<file path="src/rtl/victim_cache_ctrl.sv">
// Victim cache controller: slot bookkeeping, L1 miss lookups, round-robin allocation
// and dirty-victim writeback. Optional hit/miss counters are enabled with VICTIM_CTRL_STAT_EN.
module victim_cache_ctrl #(
  parameter int SIZE          = 4,
  parameter int INDEX_WIDTH   = 6,
  parameter int TAG_WIDTH     = 20,
  parameter int LINE_WORD_NUM = 16,
  localparam int SLOT_W       = $clog2(SIZE),
  localparam int LINE_W       = LINE_WORD_NUM * 32
) (
  input  logic                              clk,
  input  logic                              resetn,
  input  logic                              miss_req,
  input  logic [TAG_WIDTH-1:0]              miss_tag,
  input  logic [INDEX_WIDTH-1:0]            miss_index,
  output logic                              miss_ack,
  output logic                              resp_valid,
  output logic                              resp_hit,
  output logic                              resp_dirty,
  output logic [LINE_W-1:0]                 resp_line,
`ifdef VICTIM_CTRL_STAT_EN
  output logic [31:0]                       stat_hit,
  output logic [31:0]                       stat_miss,
`endif
  input  logic                              evict_valid,
  input  logic [TAG_WIDTH-1:0]              evict_tag,
  input  logic [INDEX_WIDTH-1:0]            evict_index,
  input  logic                              evict_dirty,
  output logic                              evict_done,
  output logic [SLOT_W-1:0]                 vc_slot,
  output logic                              vc_we,
  output logic                              vc_read_en,
  output logic [TAG_WIDTH+INDEX_WIDTH:0]    vc_tagvindex_wdata,
  input  logic [LINE_W-1:0]                 vc_data_rdata,
  output logic                              wb_valid,
  input  logic                              wb_ready,
  output logic [TAG_WIDTH+INDEX_WIDTH-1:0]  wb_addr,
  output logic [LINE_W-1:0]                 wb_data
);

  localparam logic [2:0] S_IDLE     = 3'd0;
  localparam logic [2:0] S_LOOKUP   = 3'd1;
  localparam logic [2:0] S_HIT_DATA = 3'd2;
  localparam logic [2:0] S_WB_RD    = 3'd3;
  localparam logic [2:0] S_WB_LATCH = 3'd4;
  localparam logic [2:0] S_WB_SEND  = 3'd5;
  localparam logic [2:0] S_ALLOC    = 3'd6;

  logic [2:0]                         state_q, state_d;
  logic [SIZE-1:0]                    valid_q, valid_d;
  logic [SIZE-1:0]                    dirty_q, dirty_d;
  logic [TAG_WIDTH-1:0]               tag_q   [SIZE];
  logic [TAG_WIDTH-1:0]               tag_d   [SIZE];
  logic [INDEX_WIDTH-1:0]             index_q [SIZE];
  logic [INDEX_WIDTH-1:0]             index_d [SIZE];
  logic [SLOT_W-1:0]                  rr_ptr_q, rr_ptr_d;
  logic [SLOT_W-1:0]                  slot_q, slot_d;
  logic                               hit_q, hit_d;
  logic [TAG_WIDTH+INDEX_WIDTH-1:0]   wb_addr_q, wb_addr_d;
  logic [LINE_W-1:0]                  wb_data_q, wb_data_d;

  logic                               miss_hit;
  logic [SLOT_W-1:0]                  miss_slot;
  logic                               ev_match;
  logic [SLOT_W-1:0]                  ev_match_slot;
  logic                               inv_found;
  logic [SLOT_W-1:0]                  inv_slot;
  logic [SLOT_W-1:0]                  ev_target;
  logic                               ev_use_rr;

  // Associative search of all slots for the lookup, the victim, and the first free slot.
  always_comb begin
    miss_hit      = 1'b0;
    miss_slot     = '0;
    ev_match      = 1'b0;
    ev_match_slot = '0;
    inv_found     = 1'b0;
    inv_slot      = '0;
    for (int i = 0; i < SIZE; i++) begin
      if (valid_q[i] && tag_q[i] == miss_tag && index_q[i] == miss_index) begin
        miss_hit  = 1'b1;
        miss_slot = SLOT_W'(i);
      end
      if (valid_q[i] && tag_q[i] == evict_tag && index_q[i] == evict_index) begin
        ev_match      = 1'b1;
        ev_match_slot = SLOT_W'(i);
      end
      if (!valid_q[i] && !inv_found) begin
        inv_found = 1'b1;
        inv_slot  = SLOT_W'(i);
      end
    end
  end

  always_comb begin
    ev_use_rr = 1'b0;
    if (ev_match) begin
      ev_target = ev_match_slot;
    end else if (inv_found) begin
      ev_target = inv_slot;
    end else begin
      ev_target = rr_ptr_q;
      ev_use_rr = 1'b1;
    end
  end

  always_comb begin
    // NOTE: every signal gets a default here so no path leaves one unassigned, which would infer a latch.
    state_d            = state_q;
    valid_d            = valid_q;
    dirty_d            = dirty_q;
    tag_d              = tag_q;
    index_d            = index_q;
    rr_ptr_d           = rr_ptr_q;
    slot_d             = slot_q;
    hit_d              = hit_q;
    wb_addr_d          = wb_addr_q;
    wb_data_d          = wb_data_q;
    miss_ack           = 1'b0;
    resp_valid         = 1'b0;
    resp_hit           = 1'b0;
    resp_dirty         = 1'b0;
    resp_line          = '0;
    evict_done         = 1'b0;
    vc_slot            = '0;
    vc_we              = 1'b0;
    vc_read_en         = 1'b0;
    vc_tagvindex_wdata = '0;
    wb_valid           = 1'b0;

    case (state_q)
      S_IDLE: begin
        if (miss_req) begin
          miss_ack = 1'b1;
          hit_d    = miss_hit;
          slot_d   = miss_slot;
          state_d  = S_LOOKUP;
        end else if (evict_valid) begin
          slot_d = ev_target;
          if (ev_use_rr) begin
            rr_ptr_d = rr_ptr_q + 1'b1;
          end
          if (valid_q[ev_target] && dirty_q[ev_target] && !ev_match) begin
            state_d = S_WB_RD;
          end else begin
            state_d = S_ALLOC;
          end
        end
      end
      S_LOOKUP: begin
        if (hit_q) begin
          vc_slot    = slot_q;
          vc_read_en = 1'b1;
          state_d    = S_HIT_DATA;
        end else begin
          resp_valid = 1'b1;
          state_d    = S_IDLE;
        end
      end
      S_HIT_DATA: begin
        // The line returns to L1, so the slot is released.
        resp_valid      = 1'b1;
        resp_hit        = 1'b1;
        resp_dirty      = dirty_q[slot_q];
        resp_line       = vc_data_rdata;
        valid_d[slot_q] = 1'b0;
        dirty_d[slot_q] = 1'b0;
        state_d         = S_IDLE;
      end
      S_WB_RD: begin
        vc_slot    = slot_q;
        vc_read_en = 1'b1;
        state_d    = S_WB_LATCH;
      end
      S_WB_LATCH: begin
        wb_data_d = vc_data_rdata;
        wb_addr_d = {tag_q[slot_q], index_q[slot_q]};
        state_d   = S_WB_SEND;
      end
      S_WB_SEND: begin
        wb_valid = 1'b1;
        if (wb_ready) begin
          state_d = S_ALLOC;
        end
      end
      S_ALLOC: begin
        vc_slot            = slot_q;
        vc_we              = 1'b1;
        vc_tagvindex_wdata = {1'b1, evict_tag, evict_index};
        evict_done         = 1'b1;
        valid_d[slot_q]    = 1'b1;
        dirty_d[slot_q]    = evict_dirty;
        tag_d[slot_q]      = evict_tag;
        index_d[slot_q]    = evict_index;
        state_d            = S_IDLE;
      end
      default: state_d = S_IDLE;
    endcase
  end

  // NOTE: state is updated with non-blocking assignments so every flop samples pre-edge values.
  always_ff @(posedge clk or negedge resetn) begin
    if (!resetn) begin
      state_q   <= S_IDLE;
      valid_q   <= '0;
      dirty_q   <= '0;
      rr_ptr_q  <= '0;
      slot_q    <= '0;
      hit_q     <= 1'b0;
      wb_addr_q <= '0;
      wb_data_q <= '0;
      // NOTE: the tag/index array is tiny flop storage, so it is reset too; nothing reads it while invalid anyway.
      for (int i = 0; i < SIZE; i++) begin
        tag_q[i]   <= '0;
        index_q[i] <= '0;
      end
    end else begin
      state_q   <= state_d;
      valid_q   <= valid_d;
      dirty_q   <= dirty_d;
      rr_ptr_q  <= rr_ptr_d;
      slot_q    <= slot_d;
      hit_q     <= hit_d;
      wb_addr_q <= wb_addr_d;
      wb_data_q <= wb_data_d;
      tag_q     <= tag_d;
      index_q   <= index_d;
    end
  end

  assign wb_addr = wb_addr_q;
  assign wb_data = wb_data_q;

`ifdef VICTIM_CTRL_STAT_EN
  logic [31:0] stat_hit_q, stat_miss_q;

  // Saturating lookup counters.
  always_ff @(posedge clk or negedge resetn) begin
    if (!resetn) begin
      stat_hit_q  <= '0;
      stat_miss_q <= '0;
    end else if (resp_valid) begin
      if (resp_hit && stat_hit_q != 32'hFFFF_FFFF) begin
        stat_hit_q <= stat_hit_q + 32'd1;
      end
      if (!resp_hit && stat_miss_q != 32'hFFFF_FFFF) begin
        stat_miss_q <= stat_miss_q + 32'd1;
      end
    end
  end

  assign stat_hit  = stat_hit_q;
  assign stat_miss = stat_miss_q;
`endif

endmodule

</file>
<file path="config.mk">
export PLATFORM = sky130hd
export DESIGN_NAME = victim_cache_ctrl
export DESIGN_NICKNAME = d
export VERILOG_FILES = /design/src/rtl/victim_cache_ctrl.sv
export SDC_FILE = /design/constraint.sdc
export NUM_CORES = 2
export LEC_CHECK = 0
export ABC_AREA = 1
export BUFFER_PORTS_ARGS = -buffer_cell sky130_fd_sc_hd__buf_2
export CAP_MARGIN = 20
export CORE_AREA = 2 2 644 646
export DETAILED_ROUTE_END_ITERATION = 16
export DIE_AREA = 0 0 646 648
export PLACE_DENSITY_LB_ADDON = 0.12
export SLEW_MARGIN = 30
export SYNTH_ARGS = -nofsm -noshare
export SYNTH_HDL_FRONTEND = slang
export SYNTH_SLANG_ARGS = --single-unit
export TNS_END_PERCENT = 100
</file>
<file path="constraint.sdc">
create_clock -name clk -period 2 [get_ports clk]
set_input_delay 0.1 -clock clk [delete_from_list [all_inputs] [get_ports clk]]
set_output_delay 0.1 -clock clk [all_outputs]
set_load 0.1 [all_outputs]
</file>
==> impl_metrics.env <==
export IMPL_status="finished, violations left"
export IMPL_failed_checks="negative setup slack"
export IMPL_layout_nets=7394
export IMPL_die_width_um=646
export IMPL_cpMostUsedCell="buf_12"
export IMPL_gp_congestion=0.911
export IMPL_cp_slowest_cell="dfrtp_1"
export IMPL_hold_class="input port to asynchronous set/reset pin"
export IMPL_slew_viol_final=0
export IMPL_period_share_pct=145
export IMPL_final_layout_size_suffix_gt1_share_pct=44.1
export IMPL_power_density_nw_per_um2=2140
export IMPL_required_ns=1.90
export IMPL_overflow=0
export IMPL_initial_core_util_pct=7.62
export IMPL_syn_area_um2=31400
export IMPL_avgSynthCellArea_um2=7.60
export IMPL_setup_slack_ns=-0.895
export IMPL_synth_edff_count=0
export IMPL_area_growth_synth_to_final_pct=136
export IMPL_yosysSeqAreaShare_pct=52.5
export IMPL_grt_pass1_vias=41200
export IMPL_nFillCells=46200
export IMPL_finClkSkew_ns=0.0570
export IMPL_worstPathArrival_ns=2.79
export IMPL_clk_path_buf_depth=4
export IMPL_place_detailed_hpwl_um=298000
export IMPL_start_kind="flip-flop"
export IMPL_final_cells=12400
export IMPL_rows=236
export IMPL_synth_ff_type="dfrtp_1"
export IMPL_drt_iter0_markers=2466
export IMPL_core_area_um2=412000
export IMPL_dp_slack_ns=-0.578
export IMPL_path_clk_slew_ns=0.06
export IMPL_netlist_instances=4132
export IMPL_synth_common_cells="nand2_1, inv_1, nor2_1"
export IMPL_swShare_pct=63.3
export IMPL_cts_sinks=658
export IMPL_h_tree_depth=3
export IMPL_relSlewSlack_pct=44.9
export IMPL_synth_most_common_cell="nand2_1"
export IMPL_setup_viol=877
export IMPL_drt_pass1_iterations=5
export IMPL_p_seq_share_pct=16.0
export IMPL_portBuffers=1656
export IMPL_combPwrFrac_pct=71.3
export IMPL_avgRoutedWirePerCell_um=28.5
export IMPL_dr_total_vias=39600
export IMPL_maxCapViolations=0
export IMPL_synth_top_area_share_pct=52.5
export IMPL_synth_area_leaders="dfrtp_1, nand2_1, o21ai_0, inv_1, nor2_1"
export IMPL_worstSkewPairLatency_ns=0.84
export IMPL_ys_types=40
export IMPL_tightest_slew_ns=0.826
export IMPL_leakage_nw=34.0
export IMPL_grt_max_degree=81
export IMPL_crit_chain="nor2_2 > inv_2 > nor2_4 > buf_12 > clkinv_16 > buf_12 > buf_16 > nor2_4 > buf_12"
export IMPL_cp_end_kind="output pin"
export IMPL_rsz0062_at_grt="yes"
export IMPL_dp_cells=11600
export IMPL_cts_tree="built"
export IMPL_die_area_um2=419000
export IMPL_mappedNetlistNets=4702
export IMPL_vias_per_cell=3.19
export IMPL_drcViolationCount=0
export IMPL_async_flop_share_pct=100
export IMPL_grt_pass1_wl_um=445000
export IMPL_die_height_um=648
export IMPL_grt_antenna_before_repair=66
export IMPL_grt_usage_pct=16.2
export IMPL_clkPwrFrac_pct=12.7
export IMPL_wl_um=353000
export IMPL_p_int_mw=58.0
export IMPL_ir_drop_uv=1510
export IMPL_cts_root_buf="clkbuf_16"
export IMPL_yosys_area_top_type="dfrtp_1"
export IMPL_path_max_fanout=8
export IMPL_top_level_ports=1657
export IMPL_yosys_register_bits=658
export IMPL_antenna_left=0
export IMPL_numCtsBuffers=104
export IMPL_cpPeakStageDelay_ns=0.39
export IMPL_max_freq_mhz=345
export IMPL_power_net_switching_mw=100
export IMPL_yosysWarnings=0
export IMPL_finalHoldViolCount=0
export IMPL_min_period_ns=2.89
export IMPL_crit_type="flip-flop to output pin"
[power by group through the flow]
stage / combinational (mW) / clock (mW) / sequential (mW)
after floorplan: 32.9 / 0 / 61.8
after global placement: 110 / 0 / 25.4
after detailed placement: 110 / 0 / 25.4
after CTS: 114 / 20.9 / 25.4
after global routing: 117 / 21.3 / 26.2
final: 113 / 20.0 / 25.4
[cell families after synthesis]
group | Yosys count | share of synthesized area [%]
buffers and inverters | 940 | 11.4
AOI/OAI and AO/OA | 796 | 13.7
DFF | 658 | 52.5
and+or+nand+nor | 1674 | 20.7
xor gates and xnor gates | 64 | 1.79
[critical path: cells and delay by family (launching register included)]
kind                   cells  cell delay (ns)
buffers and inverters      6             0.90
DFF                        1             0.39
and+or+nand+nor            3             0.51
[worst paths after layout]
check / to / depth (start not counted) / start / slack [ns]
min in group clk: wb_data[455] / 4 / vc_data_rdata[455] / 0.11
hold reg to reg: wb_data[321] / 2 / wb_data[321] / 0.47
setup / recovery: resp_line[410] / 9 / state_q[0] / -0.89
max in group asynchronous: wb_data[439] / 4 / resetn / 0.72
hold / removal: wb_addr[24] / 3 / resetn / 0.05
setup reg to reg: state_q[2] / 16 / index_q[20] / -0.67
[metrics by stage]
step	total power [mW]	util, %	TNS (ns)	instance area [um^2]	hold slack [ns]
final	158	18.0	-426.39	74000	0.0524
after global routing	165	18.0	-617.03	74000	0.0403
after CTS	160	17.8	-512.63	73500	0.000201
after detailed placement	135	15.3	-15.16	62900	-0.00320
after global placement	136	15.3	-16.47	62900	-0.00364
after floorplan	94.7	-	-215.52	36200	-0.196
[area by class of cell]
class	count	area [um^2]	share of cell area (%)
antenna	34	85.1	0.115
clock buffer	145	2990	4.03
clock inverter	43	613	0.828
inverter	723	2760	3.72
multi-input combinational	2534	15400	20.9
sequential	658	16500	22.2
tap	5474	6850	9.25
timing repair buffer	2802	28800	38.9
timing repair inverter	1	30.0	0.0406
[layout by cell type, fill, tap and decap left out, types with 30 or more instances in the layout]
master         Yosys  layout
buf_4              4     453
o22ai_1          121     121
buf_16             0      46
inv_2             27      45
dlygate4sd3_1      0     547
o21ai_0          561     560
xnor2_1           30      30
buf_2             34    1092
nor2_4             3     547
inv_1            695     674
xor2_1            34      34
clkbuf_16          0     117
buf_12             0     621
nand2_1          928     928
a21oi_1           58      57
diode_2            0      34
nor2_1           669     126
dfrtp_1          658     658
[repair_timing]
action,4_1_cts,5_1_grt
hold endpoints to repair,1282,0
gates cloned,24,13
setup endpoints to repair,820,1144
pin swaps,45,46
resized for setup,89,54
buffers inserted,39,14
hold buffers,548,0
[per-layer routing]
layer	track usage [%]	vias up	wire length, um	share of wire (%)
met4	3.99	0	8990	2.5
li1	-	18300	-	-
met2	28.3	1380	176000	50
met1	19.8	19700	144000	41
met5	0	-	0	0
met3	4.16	250	24400	6.9
[state kept, by name, indices dropped and copies added (netlist names), named ones only]
| signal | cells |
|---|---|
| wb_data | 512 |
| tag_q | 80 |
| wb_addr | 26 |
| index_q | 24 |
| dirty_q | 4 |
| state_q | 3 |
| rr_ptr_q | 2 |
| slot_q | 2 |
| hit_q | 1 |
Power figures use the tool's default switching activity.
